<file path="src/rtl/alu_seq_exec.sv">
// ALU control decode plus execute stage for EX.
// Decodes ALUOp/funct3/funct7/funct7_m into a 4-bit operation and executes it on
// XLEN-bit operands behind a valid/ready handshake. Single-cycle ops return one
// cycle after accept; MUL runs an iterative shift-add for XLEN cycles.
//
// state  | meaning
// -------+-----------------------------------------------------------------
// IDLE   | ready for a request; single-cycle results issue from here
// MUL    | shift-add iterations, one operand bit per cycle, XLEN cycles
// DONE   | MUL result on o_valid this cycle; returns to IDLE next cycle

module alu_seq_exec #(
   parameter int XLEN     = 64,
   parameter int OP_WIDTH = 2,
   parameter bit MUL_EN   = 1'b1
) (
   input  logic                i_clk,
   input  logic                i_rst,
   input  logic                i_valid,
   output logic                o_ready,
   input  logic [OP_WIDTH-1:0] i_ALUOp,
   input  logic [2:0]          i_funct_3,
   input  logic                i_funct7,
   input  logic                i_funct7_m,
   input  logic [XLEN-1:0]     i_op_a,
   input  logic [XLEN-1:0]     i_op_b,
   output logic                o_valid,
   output logic [XLEN-1:0]     o_result,
   output logic                o_zero,
   output logic                o_illegal,
   output logic [3:0]          o_ALU_Operation
);

   localparam int SHAMT_W = $clog2(XLEN);
   localparam logic [SHAMT_W-1:0] CNT_LAST = SHAMT_W'(XLEN - 1);

   localparam logic [3:0] OP_ILL  = 4'b0000;
   localparam logic [3:0] OP_ADD  = 4'b0001;
   localparam logic [3:0] OP_SUB  = 4'b0010;
   localparam logic [3:0] OP_AND  = 4'b0011;
   localparam logic [3:0] OP_OR   = 4'b0100;
   localparam logic [3:0] OP_XOR  = 4'b0101;
   localparam logic [3:0] OP_SLL  = 4'b0110;
   localparam logic [3:0] OP_SRL  = 4'b0111;
   localparam logic [3:0] OP_SRA  = 4'b1000;
   localparam logic [3:0] OP_SLT  = 4'b1001;
   localparam logic [3:0] OP_SLTU = 4'b1010;
   localparam logic [3:0] OP_MUL  = 4'b1011;

   typedef enum logic [1:0] {
      S_IDLE = 2'd0,
      S_MUL  = 2'd1,
      S_DONE = 2'd2
   } state_t;

   state_t              state;
   logic [3:0]          dec_op;
   logic [XLEN-1:0]     alu_res;
   logic [SHAMT_W-1:0]  shamt;
   logic [XLEN-1:0]     mul_a;
   logic [XLEN-1:0]     mul_b;
   logic [XLEN-1:0]     mul_acc;
   logic [XLEN-1:0]     mul_acc_next;
   logic [SHAMT_W-1:0]  mul_cnt;
   logic                is_rtype;

   assign shamt        = i_op_b[SHAMT_W-1:0];
   assign is_rtype     = (i_ALUOp == 2'b10);
   assign mul_acc_next = mul_b[0] ? (mul_acc + mul_a) : mul_acc;

   // Decode the control fields into the 4-bit operation code.
   always_comb begin
      dec_op = OP_ILL;
      case (i_ALUOp)
         2'b00: dec_op = OP_ADD;
         2'b01: dec_op = OP_SUB;
         default: begin
            // funct7_m only selects the M extension on R-type; I-type ignores it.
            if (is_rtype && i_funct7_m) begin
               dec_op = (i_funct_3 == 3'b000 && MUL_EN) ? OP_MUL : OP_ILL;
            end else begin
               case (i_funct_3)
                  3'b000:  dec_op = (is_rtype && i_funct7) ? OP_SUB : OP_ADD;
                  3'b001:  dec_op = OP_SLL;
                  3'b010:  dec_op = OP_SLT;
                  3'b011:  dec_op = OP_SLTU;
                  3'b100:  dec_op = OP_XOR;
                  3'b101:  dec_op = i_funct7 ? OP_SRA : OP_SRL;
                  3'b110:  dec_op = OP_OR;
                  default: dec_op = OP_AND;
               endcase
            end
         end
      endcase
   end

   // Single-cycle datapath; illegal and MUL produce zero here.
   always_comb begin
      alu_res = '0;
      case (dec_op)
         OP_ADD:  alu_res = i_op_a + i_op_b;
         OP_SUB:  alu_res = i_op_a - i_op_b;
         OP_AND:  alu_res = i_op_a & i_op_b;
         OP_OR:   alu_res = i_op_a | i_op_b;
         OP_XOR:  alu_res = i_op_a ^ i_op_b;
         OP_SLL:  alu_res = i_op_a << shamt;
         OP_SRL:  alu_res = i_op_a >> shamt;
         OP_SRA:  alu_res = $unsigned($signed(i_op_a) >>> shamt);
         OP_SLT:  alu_res = XLEN'($signed(i_op_a) < $signed(i_op_b));
         OP_SLTU: alu_res = XLEN'(i_op_a < i_op_b);
         default: alu_res = '0;
      endcase
   end

   // Sequencer: handshake, result registers and the iterative multiplier.
   always_ff @(posedge i_clk) begin
      if (i_rst) begin
         state           <= S_IDLE;
         o_ready         <= 1'b1;
         o_valid         <= 1'b0;
         o_result        <= '0;
         o_zero          <= 1'b1;
         o_illegal       <= 1'b0;
         o_ALU_Operation <= OP_ILL;
         mul_a           <= '0;
         mul_b           <= '0;
         mul_acc         <= '0;
         mul_cnt         <= '0;
      end else begin
         o_valid <= 1'b0;
         case (state)
            S_IDLE: begin
               if (i_valid && o_ready) begin
                  o_ALU_Operation <= dec_op;
                  if (dec_op == OP_MUL) begin
                     mul_a   <= i_op_a;
                     mul_b   <= i_op_b;
                     mul_acc <= '0;
                     mul_cnt <= '0;
                     o_ready <= 1'b0;
                     state   <= S_MUL;
                  end else begin
                     o_valid   <= 1'b1;
                     o_result  <= alu_res;
                     o_zero    <= (alu_res == '0);
                     o_illegal <= (dec_op == OP_ILL);
                  end
               end
            end
            S_MUL: begin
               mul_acc <= mul_acc_next;
               mul_a   <= mul_a << 1;
               mul_b   <= mul_b >> 1;
               mul_cnt <= mul_cnt + SHAMT_W'(1);
               // Final iteration: publish directly so the result is valid during DONE.
               if (mul_cnt == CNT_LAST) begin
                  o_valid   <= 1'b1;
                  o_result  <= mul_acc_next;
                  o_zero    <= (mul_acc_next == '0);
                  o_illegal <= 1'b0;
                  state     <= S_DONE;
               end
            end
            S_DONE: begin
               o_ready <= 1'b1;
               state   <= S_IDLE;
            end
            default: begin
               o_ready <= 1'b1;
               state   <= S_IDLE;
            end
         endcase
      end
   end

endmodule

</file>
<file path="config.mk">
export PLATFORM = sky130hd
export DESIGN_NAME = alu_seq_exec
export DESIGN_NICKNAME = d
export VERILOG_FILES = /design/src/rtl/alu_seq_exec.sv
export SDC_FILE = /design/constraint.sdc
export NUM_CORES = 2
export LEC_CHECK = 0
export BUFFER_PORTS_ARGS = -buffer_cell sky130_fd_sc_hd__buf_4
export CORE_MARGIN = 10
export CORE_UTILIZATION = 65
export CTS_CLUSTER_DIAMETER = 80
export DETAILED_ROUTE_END_ITERATION = 10
export MAX_ROUTING_LAYER = met4
export PLACE_DENSITY = 0.85
export SKIP_CTS_REPAIR_TIMING = 1
export SLEW_MARGIN = 0
export SYNTH_ARGS = -nofsm -noshare
export SYNTH_HDL_FRONTEND = slang
export SYNTH_SLANG_ARGS = --single-unit
export TNS_END_PERCENT = 10
</file>
<file path="constraint.sdc">
create_clock -name i_clk -period 7.5 [get_ports i_clk]
set_clock_uncertainty 0.15 [all_clocks]
set_input_delay 0.375 -clock i_clk [delete_from_list [all_inputs] [get_ports i_clk]]
set_output_delay 0.375 -clock i_clk [all_outputs]
set_load 0.05 [all_outputs]
</file>
==> results of run 1 <==
-- routing by layer --
metal	global-route usage	overflow
met3	0.624	2
met1	0.646	1
met4	0.577	2
met2	0.773	0
met5	-	-
-- stage by stage --
stage	utilization	instance area [um2]	worst slack, ns	hold WS [ns]	instances
floorplan	-	39700	2.00	0.294	5681
global placement	0.675	40800	1.27	0.289	6248
detailed placement	0.675	40800	1.17	0.295	6248
CTS	0.695	41900	1.69	-0.0971	6306
-- logic make-up after synthesis --
| logic type | synth area share |
|---|---|
| simple gates | 0.229 |
| compound gates | 0.322 |
| buf+inv | 0.0772 |
| mux | 0.130 |
| flops | 0.137 |
| fa+ha+maj | 0.0842 |
| xor+xnor | 0.0203 |
==> impl_metrics.toml, run 1 <==
[floorplanning]
floorplan.die.height_um = 267
floorplan.rows = 90
io_pins = 210
starting_density = 0.657
chipWidth_um = 267

[grt]
grt_start_max_net_pins = 134
grt.total_usage = 0.669
first_global_vias = 51100
first_pass_grt_wire_length_um = 347000
gr-total-overflow = 5

[logic_synthesis]
synth.most_common_cell = "sky130_fd_sc_hd__nand2_1"
share_of_the_synthesized_area_in_the_top_cell_type = 0.137
netlist-cell-type-count = 110
post_synth.cell_area_avg_um2 = 6.98
synth_common_cells = "813 x sky130_fd_sc_hd__nand2_1, 625 x sky130_fd_sc_hd__nor2_1, 546 x sky130_fd_sc_hd__a21oi_1"
ys_warn_count = 0
mappedNetlistNets = 6084
synth-async-reset-ratio = 0
synth_edf_count = 0
yosys.area.top_type = "sky130_fd_sc_hd__dfxtp_1"
synth.cell_area_um2 = 39700
share_of_synthesized_area_occupied_by_flip_flops_and_latches = 0.137
syn_inst = 5681
synth_top_flop_cell = "sky130_fd_sc_hd__dfxtp_1"
synth.ff_latch_count = 272
ys_top_cells_by_area = "sky130_fd_sc_hd__dfxtp_1 14%, sky130_fd_sc_hd__ha_1 8.3%, sky130_fd_sc_hd__nand2_1 7.7%"

[status]
status = "stopped before the end"
tool.error = "[ERROR GRT-0116] Global routing finished with congestion. Check the congestion regions in the DRC Viewer."
lastStage = "5_1_grt"

[clocking]
maximum_clock_path_buffer_count = 3
cts_made_buffers = 35
clock_sinks = 272
clk_root_buffer_cell = "sky130_fd_sc_hd__clkbuf_16"
htreeDepth = 2

[placement]
buffer_ports.inserted = 209
dp_hpwl_um = 145000
place.gp.congestion = 1.79
==> run 2: changes to the inputs <==
Settings changed: CORE_UTILIZATION 65 to 40, CTS_CLUSTER_DIAMETER 80 to unset, MAX_ROUTING_LAYER met4 to unset, PLACE_DENSITY 0.85 to unset, PLACE_DENSITY_LB_ADDON set to 0.15.
==> impl_metrics.toml, run 2 <==
[sta]
whs_ns = 0.0197
grt_setup_unrepaired = "false"
max_freq_mhz = 156
setup-tns-final_ns = 0
hold_violations = 0
timing.final.crit_share = 0.857
finalWorstPathRequiredPeriod_ns = 6.43
relSlewSlack = -0.0760
setup_violations = 0
worst-slew-pin-transition_ns = 1.60
finalMaxSlewViolations = 9

[worst_setup_path]
critical_path_at_ns = 6.81
sort_of_element_at_the_start_of_the_critical_path = "input port"
critPathMaxFanout = 25
criticalPathCategory = "in2reg"
setup.worst_path.end_class = "flop"
cp.required_ns = 7.88

[floorplanning]
floorplan.die_area_um2 = 112000
floorplan.die.height_um = 335
floorplan.rows = 115
chipWidth_um = 335
coreArea_um2 = 98400
starting_density = 0.403
io_pins = 210

[clocking]
worstSkewPairLatency_ns = 0.61
htreeDepth = 2
maximum_clock_path_buffer_count = 3
cts_made_buffers = 36
clock_sinks = 272
clk_root_buffer_cell = "sky130_fd_sc_hd__clkbuf_16"
cts.reportedPaths.clkPinSlew_ns = 0.06
tritoncts_clock_tree = "yes"

[logic_synthesis]
synth.cell_area_um2 = 39700
share_of_synthesized_area_occupied_by_flip_flops_and_latches = 0.137
synth.ff_latch_count = 272
synth_edf_count = 0
netlist-cell-type-count = 110
ys_warn_count = 0
synth-async-reset-ratio = 0
synth_top_flop_cell = "sky130_fd_sc_hd__dfxtp_1"
synth_common_cells = "813 x sky130_fd_sc_hd__nand2_1, 625 x sky130_fd_sc_hd__nor2_1, 546 x sky130_fd_sc_hd__a21oi_1"
post_synth.cell_area_avg_um2 = 6.98
ys_top_cells_by_area = "sky130_fd_sc_hd__dfxtp_1 14%, sky130_fd_sc_hd__ha_1 8.3%, sky130_fd_sc_hd__nand2_1 7.7%"
mappedNetlistNets = 6084
syn_inst = 5681
synth.most_common_cell = "sky130_fd_sc_hd__nand2_1"
share_of_the_synthesized_area_in_the_top_cell_type = 0.137
yosys.area.top_type = "sky130_fd_sc_hd__dfxtp_1"

[route]
route.detailed.wl_per_inst_um = 39.9
avgViaCountPerCell = 7.35
via_count = 51600
route.final.wire_length_um = 279000
drtIter0Drc = 8970
drc = 1
ant_nets = 0
drt_pre_antenna_iters = 11

[placement]
place.gp.congestion = 1.19
buffer_ports.inserted = 209
dp_hpwl_um = 216000
dp_cells = 6861

[grt]
grt.total_usage = 0.473
grt_start_max_net_pins = 125
global_route.usage.met1 = 0.565
groute.layer.met3.usage = 0.200
first_global_vias = 46800
antenna_found_initial = 42
groute.layer.met2.usage = 0.665
first_pass_grt_wire_length_um = 378000
gr-total-overflow = 0
grt_most_used_layer = "met2"

[final_layout]
syn_to_final_growth_pct = 11.8
post-route-util = 0.451
most-common-layout-cells = "813 x sky130_fd_sc_hd__nand2_1, 619 x sky130_fd_sc_hd__nor2_1, 545 x sky130_fd_sc_hd__a21oi_1"
drive_above_1_share = 0.133
finalNetCount = 6076
stdcell_count = 7010
final_common_cell = "sky130_fd_sc_hd__nand2_1"

[hold_path]
timing.hold.worst.class = "in2reg"

[run]
maxCapViolCount = 2

[pwr]
power.density_cell_area_nw_per_um2 = 159
peakVddDrop_uv = 260
leakagePower_nw = 17.6

[status]
failed_checks = "DRC, capacitance limit, slew limit"
status = "finished with violations"
[run 2: cell counts after synthesis]
No cell type changed its count.
[run 2: area by class of cell]
type                       instances  area [um2]
clock inverter                    18         314
tap                             1287        1610
sequential                       272        5450
timing repair buffer             458        3730
inverter                         231         867
multi-input combinational       4674       31300
fill                           10100       54100
clock buffer                      46         998
antenna                           24        60.1
[run 2: routing by layer]
layer  wire, um  part of all wire
met3      41400              0.15
met4      26000             0.093
met5        175           0.00063
met1     101000              0.36
met2     111000              0.40
[run 2: kinds of logic after synthesis]
group	Yosys count	synth area share
buf+inv	735	0.0772
fa+ha+maj	265	0.0842
xor+xnor	92	0.0203
flops	272	0.137
mux	371	0.130
compound gates	1900	0.322
simple gates	2046	0.229
[run 2: final timing paths]
path	startpoint	to	depth (start not counted)	slack, ns
worst max register to register	state[1]	o_zero	13	2.01
worst min-delay path	i_op_a[0]	mul_a[0]	3	0.02
worst max-delay path	i_funct_3[0]	o_zero	16	1.07
worst min register to register	mul_b[53]	mul_b[52]	2	0.29
[run 2: per-stage QoR]
step	setup WS, ns	power, mW	cell area [um2]
global placement	0.251	4.81	42300
finish	1.07	7.04	44300
floorplan	2.00	3.33	39700
detailed placement	0.887	4.79	42400
CTS	1.49	6.77	43700
global route	1.04	7.11	44300
[run 2: critical path: stages]
cell and delay (ns):
sky130_fd_sc_hd__buf_4 0.22, sky130_fd_sc_hd__nor2b_1 0.27, sky130_fd_sc_hd__a21o_1 0.67, sky130_fd_sc_hd__or2_2 0.65, sky130_fd_sc_hd__buf_4 0.43, sky130_fd_sc_hd__nor2_1 0.31, sky130_fd_sc_hd__a221oi_1 0.95, sky130_fd_sc_hd__nand2_1 0.17
sky130_fd_sc_hd__nor4b_2 0.43, sky130_fd_sc_hd__nand3_1 0.14, sky130_fd_sc_hd__nor4_1 0.46, sky130_fd_sc_hd__nand4_1 0.27, sky130_fd_sc_hd__nand4b_1 0.33, sky130_fd_sc_hd__or4_1 0.61, sky130_fd_sc_hd__o31ai_1 0.34, sky130_fd_sc_hd__a31o_1 0.16
[run 2: power breakdown]
group          total (mW)  switching (mW)  leakage, nW  internal [mW]
Sequential           1.53          0.0331         2.21           1.50
Clock                1.98           0.784        0.639           1.19
Combinational        3.54            2.55         14.8          0.984
No activity file was read; power rests on OpenSTA's default activity.
